### src/rtl/wb_arbiter_rr_if.sv
// Signal bundle around the round-robin Wishbone arbiter: N master-side request ports and one target port.
// The slave modport is the arbiter's view; the master modport is the surrounding initiators and target.
interface wb_arbiter_rr_if #(
  parameter int WB_ADDR_WIDTH = 32,
  parameter int WB_DATA_WIDTH = 32,
  parameter int N_MASTERS     = 4
);
  localparam int AW    = WB_ADDR_WIDTH;
  localparam int DW    = WB_DATA_WIDTH;
  localparam int SW    = WB_DATA_WIDTH / 8;
  localparam int MID_W = $clog2(N_MASTERS);

  // Master side, master i packed at [i*width +: width]
  logic [N_MASTERS-1:0]      m_cyc;
  logic [N_MASTERS-1:0]      m_stb;
  logic [N_MASTERS-1:0]      m_we;
  logic [N_MASTERS*AW-1:0]   m_adr;
  logic [N_MASTERS*DW-1:0]   m_dat_w;
  logic [N_MASTERS*SW-1:0]   m_sel;
  logic [N_MASTERS*3-1:0]    m_cti;
  logic [N_MASTERS*2-1:0]    m_bte;
  logic [DW-1:0]             m_dat_r;
  logic [N_MASTERS-1:0]      m_ack;
  logic [N_MASTERS-1:0]      m_err;

  // Target side
  logic                      s_cyc;
  logic                      s_stb;
  logic                      s_we;
  logic [AW-1:0]             s_adr;
  logic [DW-1:0]             s_dat_w;
  logic [SW-1:0]             s_sel;
  logic [2:0]                s_cti;
  logic [1:0]                s_bte;
  logic [DW-1:0]             s_dat_r;
  logic                      s_ack;
  logic                      s_err;

  logic [N_MASTERS-1:0]      gnt;
  logic [MID_W-1:0]          gnt_id;

  modport slave (
    input  m_cyc, m_stb, m_we, m_adr, m_dat_w, m_sel, m_cti, m_bte,
    input  s_dat_r, s_ack, s_err,
    output m_dat_r, m_ack, m_err,
    output s_cyc, s_stb, s_we, s_adr, s_dat_w, s_sel, s_cti, s_bte,
    output gnt, gnt_id
  );

  modport master (
    output m_cyc, m_stb, m_we, m_adr, m_dat_w, m_sel, m_cti, m_bte,
    output s_dat_r, s_ack, s_err,
    input  m_dat_r, m_ack, m_err,
    input  s_cyc, s_stb, s_we, s_adr, s_dat_w, s_sel, s_cti, s_bte,
    input  gnt, gnt_id
  );
endinterface

### src/rtl/wb_arbiter_rr.sv
// Round-robin Wishbone arbiter; grant is held for the owner's whole CYC so bursts and RMW stay atomic.
// Define WB_ARB_TIMEOUT_EN to add a stall watchdog that aborts the owner's cycle with a one-cycle ERR.
module wb_arbiter_rr #(
  parameter int WB_ADDR_WIDTH  = 32,
  parameter int WB_DATA_WIDTH  = 32,
  parameter int N_MASTERS      = 4,
  parameter int TIMEOUT_CYCLES = 256
) (
  input logic            clk,
  input logic            rst,
  wb_arbiter_rr_if.slave bus
);
  localparam int AW    = WB_ADDR_WIDTH;
  localparam int DW    = WB_DATA_WIDTH;
  localparam int SW    = WB_DATA_WIDTH / 8;
  localparam int N     = N_MASTERS;
  localparam int MID_W = $clog2(N_MASTERS);

  if (N_MASTERS < 2 || N_MASTERS > 16) begin : g_bad_n_masters
    $error("wb_arbiter_rr: N_MASTERS must be 2..16");
  end
  if (TIMEOUT_CYCLES < 1) begin : g_bad_timeout
    $error("wb_arbiter_rr: TIMEOUT_CYCLES must be at least 1");
  end

  typedef enum logic [1:0] {
    ST_IDLE,
    ST_BUSY
`ifdef WB_ARB_TIMEOUT_EN
    , ST_ABORT
`endif
  } state_e;

  state_e             state_q;
  logic [N-1:0]       gnt_q;
  logic [MID_W-1:0]   gnt_id_q;
  logic [MID_W-1:0]   last_q;
  logic               owned_q;   // data fields stay zero until the first grant after reset

  // Round-robin pick: first requester after the previous winner
  logic               req_found;
  logic [MID_W-1:0]   win_id;
  logic [N-1:0]       win_oh;

  always_comb begin
    int               idx;
    logic [MID_W-1:0] cand;
    // NOTE: every variable gets a default before any conditional update, so no latches are inferred.
    req_found = 1'b0;
    win_id    = '0;
    win_oh    = '0;
    idx       = 0;
    cand      = '0;
    for (int k = 1; k <= N; k++) begin
      idx = int'(last_q) + k;
      if (idx >= N) idx = idx - N;
      cand = MID_W'(idx);
      if (!req_found && bus.m_cyc[cand]) begin
        req_found    = 1'b1;
        win_id       = cand;
        win_oh[cand] = 1'b1;
      end
    end
  end

  logic busy;
  logic own_cyc;
  logic own_stb;
  logic own_we;

  assign busy    = (state_q == ST_BUSY);
  assign own_cyc = bus.m_cyc[gnt_id_q];
  assign own_stb = bus.m_stb[gnt_id_q];
  assign own_we  = bus.m_we[gnt_id_q];

  assign bus.s_cyc   = busy & own_cyc;
  assign bus.s_stb   = busy & own_cyc & own_stb;
  assign bus.s_we    = busy & own_cyc & own_we;
  assign bus.s_adr   = owned_q ? bus.m_adr[gnt_id_q*AW +: AW]   : '0;
  assign bus.s_dat_w = owned_q ? bus.m_dat_w[gnt_id_q*DW +: DW] : '0;
  assign bus.s_sel   = owned_q ? bus.m_sel[gnt_id_q*SW +: SW]   : '0;
  assign bus.s_cti   = owned_q ? bus.m_cti[gnt_id_q*3 +: 3]     : '0;
  assign bus.s_bte   = owned_q ? bus.m_bte[gnt_id_q*2 +: 2]     : '0;

  assign bus.m_dat_r = bus.s_dat_r;
  assign bus.m_ack   = busy ? (gnt_q & {N{bus.s_ack}}) : '0;
  assign bus.gnt     = gnt_q;
  assign bus.gnt_id  = gnt_id_q;

`ifdef WB_ARB_TIMEOUT_EN
  localparam int                WDOG_W    = $clog2(TIMEOUT_CYCLES + 1);
  localparam logic [WDOG_W-1:0] WDOG_LAST = WDOG_W'(TIMEOUT_CYCLES - 1);

  logic [WDOG_W-1:0] wdog_q;
  logic              abort_err_q;
  logic              stalled;

  assign stalled     = busy & bus.s_stb & ~bus.s_ack & ~bus.s_err;
  assign bus.m_err   = (busy ? (gnt_q & {N{bus.s_err}}) : '0)
                     | (abort_err_q ? gnt_q : '0);
`else
  assign bus.m_err   = busy ? (gnt_q & {N{bus.s_err}}) : '0;
`endif

  // NOTE: sequential state uses non-blocking assignments only, so every register samples pre-edge values.
  always_ff @(posedge clk) begin
    if (rst) begin
      state_q     <= ST_IDLE;
      gnt_q       <= '0;
      gnt_id_q    <= '0;
      last_q      <= MID_W'(N - 1);
      owned_q     <= 1'b0;
`ifdef WB_ARB_TIMEOUT_EN
      wdog_q      <= '0;
      abort_err_q <= 1'b0;
`endif
    end else begin
`ifdef WB_ARB_TIMEOUT_EN
      wdog_q      <= stalled ? wdog_q + 1'b1 : '0;
      abort_err_q <= 1'b0;
`endif
      unique case (state_q)
        ST_IDLE: begin
          if (req_found) begin
            state_q  <= ST_BUSY;
            gnt_q    <= win_oh;
            gnt_id_q <= win_id;
            last_q   <= win_id;
            owned_q  <= 1'b1;
          end
        end
        ST_BUSY: begin
          if (!own_cyc) begin
            state_q <= ST_IDLE;
            gnt_q   <= '0;
          end
`ifdef WB_ARB_TIMEOUT_EN
          else if (stalled && wdog_q == WDOG_LAST) begin
            state_q     <= ST_ABORT;
            abort_err_q <= 1'b1;
          end
`endif
        end
`ifdef WB_ARB_TIMEOUT_EN
        // Grant is kept until the owner acknowledges the abort by dropping CYC
        ST_ABORT: begin
          if (!own_cyc) begin
            state_q <= ST_IDLE;
            gnt_q   <= '0;
          end
        end
`endif
        default: state_q <= ST_IDLE;
      endcase
    end
  end
endmodule

### src/flat_wrapper.sv
// flat-port wrapper written by rule: the top's interface ports become plain ports
module wb_arbiter_rr_flat 
#(
  parameter int WB_ADDR_WIDTH  = 32,
  parameter int WB_DATA_WIDTH  = 32,
  parameter int N_MASTERS      = 4,
  parameter int TIMEOUT_CYCLES = 256
)
  (clk, rst, bus_m_cyc, bus_m_stb, bus_m_we, bus_m_adr, bus_m_dat_w, bus_m_sel, bus_m_cti, bus_m_bte, bus_s_dat_r, bus_s_ack, bus_s_err, bus_m_dat_r, bus_m_ack, bus_m_err, bus_s_cyc, bus_s_stb, bus_s_we, bus_s_adr, bus_s_dat_w, bus_s_sel, bus_s_cti, bus_s_bte, bus_gnt, bus_gnt_id);
  wb_arbiter_rr_if #(.WB_ADDR_WIDTH(WB_ADDR_WIDTH), .WB_DATA_WIDTH(WB_DATA_WIDTH), .N_MASTERS(N_MASTERS)) bus_i ();
  input logic clk;
  input logic rst;
  input wire logic [$bits(bus_i.m_cyc)-1:0] bus_m_cyc;
  input wire logic [$bits(bus_i.m_stb)-1:0] bus_m_stb;
  input wire logic [$bits(bus_i.m_we)-1:0] bus_m_we;
  input wire logic [$bits(bus_i.m_adr)-1:0] bus_m_adr;
  input wire logic [$bits(bus_i.m_dat_w)-1:0] bus_m_dat_w;
  input wire logic [$bits(bus_i.m_sel)-1:0] bus_m_sel;
  input wire logic [$bits(bus_i.m_cti)-1:0] bus_m_cti;
  input wire logic [$bits(bus_i.m_bte)-1:0] bus_m_bte;
  input wire logic [$bits(bus_i.s_dat_r)-1:0] bus_s_dat_r;
  input wire logic [$bits(bus_i.s_ack)-1:0] bus_s_ack;
  input wire logic [$bits(bus_i.s_err)-1:0] bus_s_err;
  output wire logic [$bits(bus_i.m_dat_r)-1:0] bus_m_dat_r;
  output wire logic [$bits(bus_i.m_ack)-1:0] bus_m_ack;
  output wire logic [$bits(bus_i.m_err)-1:0] bus_m_err;
  output wire logic [$bits(bus_i.s_cyc)-1:0] bus_s_cyc;
  output wire logic [$bits(bus_i.s_stb)-1:0] bus_s_stb;
  output wire logic [$bits(bus_i.s_we)-1:0] bus_s_we;
  output wire logic [$bits(bus_i.s_adr)-1:0] bus_s_adr;
  output wire logic [$bits(bus_i.s_dat_w)-1:0] bus_s_dat_w;
  output wire logic [$bits(bus_i.s_sel)-1:0] bus_s_sel;
  output wire logic [$bits(bus_i.s_cti)-1:0] bus_s_cti;
  output wire logic [$bits(bus_i.s_bte)-1:0] bus_s_bte;
  output wire logic [$bits(bus_i.gnt)-1:0] bus_gnt;
  output wire logic [$bits(bus_i.gnt_id)-1:0] bus_gnt_id;
  assign bus_i.m_cyc = bus_m_cyc;
  assign bus_i.m_stb = bus_m_stb;
  assign bus_i.m_we = bus_m_we;
  assign bus_i.m_adr = bus_m_adr;
  assign bus_i.m_dat_w = bus_m_dat_w;
  assign bus_i.m_sel = bus_m_sel;
  assign bus_i.m_cti = bus_m_cti;
  assign bus_i.m_bte = bus_m_bte;
  assign bus_i.s_dat_r = bus_s_dat_r;
  assign bus_i.s_ack = bus_s_ack;
  assign bus_i.s_err = bus_s_err;
  assign bus_m_dat_r = bus_i.m_dat_r;
  assign bus_m_ack = bus_i.m_ack;
  assign bus_m_err = bus_i.m_err;
  assign bus_s_cyc = bus_i.s_cyc;
  assign bus_s_stb = bus_i.s_stb;
  assign bus_s_we = bus_i.s_we;
  assign bus_s_adr = bus_i.s_adr;
  assign bus_s_dat_w = bus_i.s_dat_w;
  assign bus_s_sel = bus_i.s_sel;
  assign bus_s_cti = bus_i.s_cti;
  assign bus_s_bte = bus_i.s_bte;
  assign bus_gnt = bus_i.gnt;
  assign bus_gnt_id = bus_i.gnt_id;
  wb_arbiter_rr #(.WB_ADDR_WIDTH(WB_ADDR_WIDTH), .WB_DATA_WIDTH(WB_DATA_WIDTH), .N_MASTERS(N_MASTERS), .TIMEOUT_CYCLES(TIMEOUT_CYCLES)) u_core (.clk(clk), .rst(rst), .bus(bus_i));
endmodule
### config.mk
export PLATFORM = sky130hd
export DESIGN_NAME = wb_arbiter_rr_flat
export DESIGN_NICKNAME = d
export VERILOG_FILES = /design/src/rtl/wb_arbiter_rr_if.sv /design/src/rtl/wb_arbiter_rr.sv /design/src/flat_wrapper.sv
export SDC_FILE = /design/constraint.sdc
export NUM_CORES = 1
export LEC_CHECK = 0
export BUFFER_PORTS_ARGS = -buffer_cell sky130_fd_sc_hd__buf_4
export CAP_MARGIN = 20
export CORE_AREA = 2 2 179 181
export DETAILED_ROUTE_END_ITERATION = 8
export DIE_AREA = 0 0 181 183
export SYNTH_ARGS = -nofsm -noshare
export SYNTH_HDL_FRONTEND = slang
export SYNTH_SLANG_ARGS = --single-unit
### constraint.sdc
create_clock -name clk -period 2.6 [get_ports clk]
set_clock_uncertainty 0.05 [all_clocks]
set_input_delay 0.52 -clock clk [delete_from_list [all_inputs] [get_ports clk]]
set_output_delay 0.52 -clock clk [all_outputs]
set_load 0.005 [all_outputs]
# Word level (Yosys, flattened, before mapping)
# Index checks and enable logic that the tools add are counted.
totals:
  regBits: 11
  input_bits: 340
  output_inout_bits: 122
  wordCells: 109
classes:
  addsub: 8
  mul: 1
  n_lt_le_gt_ge: 13
  eq_ne: 3
  shifts: 5
  mux: 51
  bitwise: 8
  reduce_logical: 15
op_table:
  columns: ["operator", "count"]
  rows:
  - ["$shiftx A128 B8 Y32", 2]
  - ["$mux W32", 2]
  - ["$mux W4", 9]
  - ["$mux W2", 11]
  - ["$shiftx A16 B5 Y4", 1]
  - ["$lt A2 B3 Y1 const B", 5]
  - ["$mux W1", 15]
  - ["$bmux W1 S2", 7]
  - ["$or A4 B4 Y4", 3]
  - ["$shiftx A12 B5 Y3", 1]
  - ["$ge A3 B3 Y1 const B", 3]
  - ["$and A4 B4 Y4", 2]
  - ["$demux W1 S2", 4]
  - ["$ge A2 B1 Y1 const B", 4]
  - ["$pmux W4 S2", 1]
  - ["$shiftx A8 B4 Y2", 1]
  - ["$sub A2 B1 Y2 const B", 4]
  - ["$logic_and A1 B1 Y1", 7]
  - ["$add A2 B2 Y3 const B", 2]
  - ["$add A2 B3 Y4 const B", 1]
  - ["$ge A4 B3 Y1 const B", 1]
  - ["$mul A2 B2 Y4 const B", 1]
  - ["$pmux W2 S2", 1]
  - ["$reduce_and A2 Y1", 2]
  - ["10 further kinds", 14]

# Logic depth before layout (Yosys ltp)
# Gate-level depths: netlist of run 1.
depth:
  word_depth: 17
  mapped_depth: 8
  depth_no_buf: 6

# Worst setup path before layout of run 1
# Ideal clock, no wire load.
synth_path:
  path_type: "register to output"
  from: "register u_core.gnt_id_q[0], in the netlist u_core.bus.gnt_id[0]"
  to: "output port bus_s_adr[0]"
  t_arrival_ns: 1.745
  t_required_ns: 2.030
  path_slack_ns: 0.285
  path_stages_with_launch: 6
  n_path_buf: 3
  path_cell_list: "dfxtp_1 clkbuf_1 buf_2 buf_2 mux4_2 and2_1"
synth_between:
  elab_chain_cells: 2
synth_rtl:
  columns: ["item", "line_no", "text"]
  rows:
  - ["from (decl)", "wb_arbiter_rr.sv:36", "logic [MID_W-1:0] gnt_id_q;"]
  - ["from (signal assigned)", "wb_arbiter_rr.sv:127", "gnt_id_q <= win_id;"]
  - ["$shiftx A128 B8 Y32", "wb_arbiter_rr.sv:79", "assign bus.s_adr = owned_q ? bus.m_adr[gnt_id_q*AW +: AW] : '0;"]
  - ["$mux W32", "wb_arbiter_rr.sv:79", null]
  - ["to (decl)", "flat_wrapper.sv:30", "output wire logic [$bits(bus_i.s_adr)-1:0] bus_s_adr;"]
# Every way passes these cells.

# Final worst setup path of run 1
layout_path:
  from: "register u_core.gnt_id_q[0], in the netlist u_core.bus.gnt_id[0]"
  to: "output port bus_s_bte[1]"
layout_between:
  elab_chain_cells: 2
layout_rtl:
  columns: ["item", "line_no", "text"]
  rows:
  - ["$shiftx A8 B4 Y2", "wb_arbiter_rr.sv:83", "assign bus.s_bte = owned_q ? bus.m_bte[gnt_id_q*2 +: 2] : '0;"]
  - ["$mux W2", "wb_arbiter_rr.sv:83", null]
  - ["to (decl)", "flat_wrapper.sv:34", "output wire logic [$bits(bus_i.s_bte)-1:0] bus_s_bte;"]
# Every way passes these cells.

==> results of run 1 <==
-- per-stage QoR --
step / hold slack, ps / util (%) / instances / power [mW] / setup WS, ps
after CTS: 509 / 21.9 / 1073 / 4.18 / 123
after detailed placement: 565 / 21.7 / 1070 / 3.89 / 382
after global routing: 537 / 21.9 / 1073 / 4.40 / 40.7
after floorplan: 527 / - / 319 / 2.43 / 285
after global placement: 548 / 21.7 / 1070 / 3.88 / 391
final: 514 / 21.9 / 1074 / 4.11 / 160
-- layer usage --
metal	track usage, %	vias up	part of all wire (%)
met5	0	-	0
met4	2.11	0	1.8
met3	2.76	22	9.5
met2	18.4	285	50
met1	13.5	2069	39
li1	-	1920	-
-- power breakdown --
group / internal [mW] / leakage [nW] / switching (mW)
logic: 2.11 / 3.00 / 1.44
registers: 0.219 / 0.0844 / 0.0649
clock network: 0.199 / 0.0370 / 0.0722
total: 2.53 / 3.13 / 1.58
-- worst max path at each step --
| stage | end | slack, ps | depth (start not counted) |
|---|---|---|---|
| floorplan | bus_s_adr[0] | 280 | 5 |
| global placement | bus_s_adr[2] | 390 | 5 |
| detailed placement | bus_s_adr[3] | 380 | 5 |
| CTS | bus_s_adr[3] | 120 | 5 |
| global route | bus_s_bte[1] | 40 | 5 |
| finish | bus_s_bte[1] | 160 | 5 |
-- Yosys cell counts, types with 2 or more instances --
cell type	number	area, um2
nand3b_1	6	45.0
nand3_1	2	10.0
mux2i_1	4	40.0
a2111oi_0	5	43.8
clkbuf_1	21	78.8
buf_1	2	7.51
buf_4	32	240
buf_2	8	40.0
and3_1	11	68.8
and2_1	78	488
inv_1	10	37.5
ha_1	8	100
a21boi_2	3	33.8
nor2_1	8	30.0
a21oi_1	8	40.0
mux4_2	79	1780
nor3_1	2	10.0
buf_6	2	22.5
a2bb2oi_1	2	17.5
a311o_2	3	33.8
dfxtp_1	10	200
-- cells in the final DEF, fill, tap and decap left out, drive strengths merged --
| cell | synthesis | final |
|---|---|---|
| nand2 | 1 | 1 |
| nand3b | 6 | 6 |
| mux2i | 4 | 4 |
| nor2 | 8 | 8 |
| nor3 | 2 | 2 |
| clkbuf | 21 | 3 |
| a311o | 4 | 4 |
| and2 | 78 | 78 |
| o31ai | 1 | 1 |
| nor4 | 1 | 1 |
| a2bb2oi | 2 | 2 |
| a21oi | 8 | 8 |
| and3 | 11 | 11 |
| nand3 | 2 | 2 |
| a21boi | 4 | 4 |
| a2111o | 1 | 1 |
| a22o | 1 | 1 |
| inv | 10 | 10 |
| diode | 0 | 1 |
| o21a | 1 | 1 |
| nor2b | 1 | 1 |
| nand2b | 1 | 1 |
| ha | 8 | 8 |
| a2111oi | 5 | 5 |
| o41ai | 1 | 1 |
| or2 | 1 | 1 |
| a21o | 1 | 1 |
| buf | 44 | 414 |
| mux2 | 1 | 1 |
| mux4 | 79 | 79 |
| dfxtp | 10 | 10 |
| o311a | 1 | 1 |
-- layout make-up --
type | count | area (um2) | share of cell area (%)
timing repair buffer | 414 | 3160 | 46.1
multi-input combinational | 234 | 2860 | 41.8
tap | 402 | 503 | 7.35
sequential | 10 | 209 | 3.05
clock buffer | 3 | 75.1 | 1.10
inverter | 10 | 37.5 | 0.548
antenna | 1 | 2.50 | 0.0366
-- worst max-delay path: stages, from the launching register on --
cell     delay [ps]
dfxtp_4         360
buf_12          180
buf_12          230
mux4_2          530
and2_1          180
buf_4           130
-- cells by family (layout without fill, tap and decap cells) --
logic type | after synthesis | after routing | share of synthesized area, %
and+or+nand+nor | 112 | 112 | 19.5
muxes | 84 | 84 | 52.5
buffers and inverters | 75 | 427 | 12.2
AOI/OAI and AO/OA | 30 | 30 | 7.11
DFF | 10 | 10 | 5.74
adders and majority gates | 8 | 8 | 2.87
other | 0 | 1 | 0
-- flip-flops by register name, indices dropped and copies added, names as in the netlist --
name               cells
u_core.state_q         1
u_core.owned_q         1
u_core.bus.gnt         4
u_core.last_q          2
u_core.bus.gnt_id      2
==> reports/metrics.cfg, run 1 <==
[drt]
drc=0
antenna_left=0
wl_per_cell_um=18.2
wl_mm=19.6
drt-initial-drc-count=317
drt-pass1-iter-count=4
vias=4296
viasPerCell=4.00

[timing]
hold_viol_final=0
relSlewSlack_pct=57.5
finalSetupViolCount=0
worst_slew_pin_slew_ps=637
setup_tns_ps=0
slew_viol_final=0
fmax_mhz=410
fin_crit_ps=2440
rsz0062_at_grt=no
post-route-period-util_pct=93.8

[synthesis]
synthCells=319
synth_cell_types=36
ys.flop_type=dfxtp_1
synth_nets=667
synth.avg_cell_area_um2=10.9
syn-cell-area_um2=3490
synth_edf_count=0
seq_area_frac_synth_pct=5.74
synth-seq-cells=10
async_flop_share_pct=0
synth_warnings=0

[final_layout]
drive_gt1_share_pct=75.6
finish.instance_area_um2=6840
fillers=3443
nets=1021
syn2layout_area_growth_pct=96.3

[hold_path]
hold-path-endpoint=u_core.owned_q
worstHoldStart=rst
hold_class=input pin to flip-flop
hold_path_depth=2

[clock_tree]
clkTransAtPathRegs_ps=40
cts_tree=built
cts_root_buf=clkbuf_16
cts_made_buffers=3
cts_setup_buffers=0
clock_path_buffers=2
holdBufCountCts=0
clock_sinks=10
clk-insertion-delay-late_ps=240
post_cts_resized=0
h-tree-depth=1

[global_route]
grt_overflow=0
grt_antenna_before_repair=0
grt_max_degree=55
grt_first_pass_wirelength_mm=27.0
grt_pass1_vias=4398
grtUsageTotal_pct=10.7

[floorplan]
core-area_um2=31200
start_util_pct=11.2
die_area_um2=33100
io_pins=462
rows=65
dieWidth_um=181
die_y_um=183

[critical_path]
r2r-end=u_core.bus.gnt[3]
arrival_ps=1870
critPathCaptureType=primary output
r2r_cells=6
reg2reg_from=u_core.last_q[0]
r2r_slack_ps=380
path_class=flip-flop to primary output
worstPathRequired_ps=2030
path_max_fanout=23
cp-startpoint=u_core.bus.gnt_id[0]
worstSetupStartpointType=flip-flop

[placed_design]
port_buffers=397
hpwl_mm=17.2
place.gp.congestion=0.857
place_area_um2=6770

[power_and_ir_drop]
peakVddDrop_uv=358
power.density_nw_per_um2=600
power_leakage_nw=3.13

[run_status]
status=finished, final reports clean

[flow_run]
drv_cap=0

(Power assumes the default switching activity.)
==> inputs of run 2 (changes only) <==
REMOVE_ABC_BUFFERS = 1   (was not set)
==> reports/metrics.cfg, run 2 (synthesis results as in run 1) <==
[timing]
finalSetupViolCount=0  ; unchanged
post-route-period-util_pct=92.6  ; -1.2 points
worst_slack_ps=192  ; +32.2 ps
fin_crit_ps=2410  ; -32.2 ps
worst_slew_pin_slew_ps=722  ; +85.3 ps
hold_viol_final=0  ; unchanged
fmax_mhz=415  ; +1.3%
slew_viol_final=0  ; unchanged
relSlewSlack_pct=51.8  ; -5.7 points
setup_tns_ps=0  ; unchanged
rsz0062_at_grt=no

[final_layout]
largest_reg_flops=4  ; unchanged
drive_gt1_share_pct=75.3  ; -0.30 points
finish.instance_area_um2=6840  ; -0.13%
nets=1016  ; -0.49%
layout_common_cells=buf_4 (403), mux4_2 (79), and2_1 (78), and3_1 (11), inv_1 (10)
final_common_cell=buf_4
syn2layout_area_growth_pct=96.1
fillers=3418  ; -0.73%

[power_and_ir_drop]
power.density_nw_per_um2=619  ; +3.2%
power_mw=4.23  ; +3.1%
clkPwrFrac_pct=6.5  ; about the same
internal_power_mw=2.53  ; -0.10%
p_sw_share_pct=40.3  ; +1.9 points
peakVddDrop_uv=303  ; -15%
pwr-share-seq_pct=7.5  ; +0.6 points
power_leakage_nw=3.11  ; -0.60%
p_switching_mw=1.71  ; +8.2%
p_comb_share_pct=86.0  ; -0.5 points

[global_route]
grt_first_pass_wirelength_mm=38.3  ; +42%
grtUsageTotal_pct=16.7  ; +6.0 points
grt_pass1_vias=4673  ; +6.3%
grt_antenna_before_repair=3  ; +3
grt_max_degree=47  ; -15%
grt_overflow=0  ; unchanged

[floorplan]
die_y_um=183  ; unchanged
start_util_pct=11.2  ; unchanged
die_area_um2=33100  ; unchanged
rows=65  ; unchanged
dieWidth_um=181  ; unchanged
io_pins=462  ; unchanged
core-area_um2=31200  ; unchanged

[clock_tree]
clkTransAtPathRegs_ps=40  ; about the same
holdBufCountCts=0  ; unchanged
clk-insertion-delay-late_ps=240  ; about the same
cts_setup_buffers=0  ; unchanged
post_cts_resized=0  ; unchanged
cts_root_buf=clkbuf_16
cts_tree=built
clock_path_buffers=2  ; unchanged
clock_sinks=10  ; unchanged
cts_made_buffers=3  ; unchanged
h-tree-depth=1  ; unchanged

[drt]
drc=0  ; unchanged
vias=4463  ; +3.9%
antenna_left=0  ; unchanged
wl_per_cell_um=26.7  ; +46%
met2_length_mm=12.7  ; +29%
dr_wl_met3_mm=6.00  ; +220%
drt-initial-drc-count=217  ; -32%
drt-pass1-iter-count=4  ; unchanged
routed.top_layer=met5
wl_mm=28.6  ; +46%
viasPerCell=4.17  ; +4.3%
wl_met1_mm=8.89  ; +17%

[placed_design]
place.gp.congestion=0.979  ; +14%
hpwl_mm=25.5  ; +49%
pre_cts_slack_ps=420  ; +37.7 ps
place_area_um2=6750  ; -0.18%
port_buffers=397  ; unchanged

[critical_path]
path_class=flip-flop to primary output
path_max_fanout=17  ; -26%
critPathCaptureType=primary output
arrival_ps=1840  ; -30 ps
crit_path_top_delay_cell=mux4_2
cpMostUsedCell=buf_4
worst-path-stages=4  ; -1
path_delay_family=multiplexers
cp_num_buf_inv=2  ; -1
r2r_cells=6  ; unchanged
cp_cell_sequence=buf_4, mux4_2, and3_1, buf_4
worstPathRequired_ps=2030  ; about the same
worstSetupStartpointType=flip-flop
cpPeakStageDelay_ps=550  ; +20 ps

[run_status]
status=finished, final reports clean

[hold_path]
hold_class=input pin to flip-flop
hold_path_depth=2  ; unchanged

[flow_run]
drv_cap=0  ; unchanged

[run 2: cell count changes in the layout (fill, tap and decap cells not counted), sizes merged]
cell,before,now
clkbuf,3,4
buf,414,409
[run 2: worst paths after layout]
path / from / slack, ps / endpoint
worst max-delay path: u_core.bus.gnt_id[0] / 190 / bus_s_stb
worst min-delay path: rst / 520 / u_core.owned_q
worst max register to register: u_core.last_q[0] / 460 / u_core.bus.gnt[3]
worst min register to register: u_core.bus.gnt_id[1] / 530 / u_core.bus.gnt_id[1]
[run 2: stage by stage]
stage,util [%],hold slack [ps],std cells
after global placement,21.6,533,1065
after floorplan,-,527,254
after CTS,21.9,512,1069
final,21.9,520,1070
after global routing,21.9,527,1069
after detailed placement,21.6,535,1065
[run 2: layout make-up]
cell class	instances	area, um2	area share [%]
Inverter	10	37.5	0.549
Sequential cell	10	209	3.06
Tap cell	402	503	7.36
Antenna cell	1	2.50	0.0366
Multi-Input combinational cell	234	2860	41.8
Clock buffer	4	78.8	1.15
Timing Repair Buffer	409	3150	46.0
[run 2: power groups by stage]
stage | Combinational [mW] | Sequential [mW] | Clock, mW
6_report | 3.64 | 0.319 | 0.274
5_1_grt | 3.98 | 0.338 | 0.295
4_1_cts | 3.72 | 0.326 | 0.281
3_5_place_dp | 3.70 | 0.328 | 0
3_3_place_gp | 3.70 | 0.326 | 0
2_1_floorplan | 1.80 | 0.651 | 0
[run 2: routing by layer]
| layer | global-route usage [%] | up-vias |
|---|---|---|
| li1 | - | 1909 |
| met1 | 15.8 | 2148 |
| met2 | 26.6 | 366 |
| met3 | 14.4 | 34 |
| met4 | 4.42 | 6 |
| met5 | 3.41 | - |
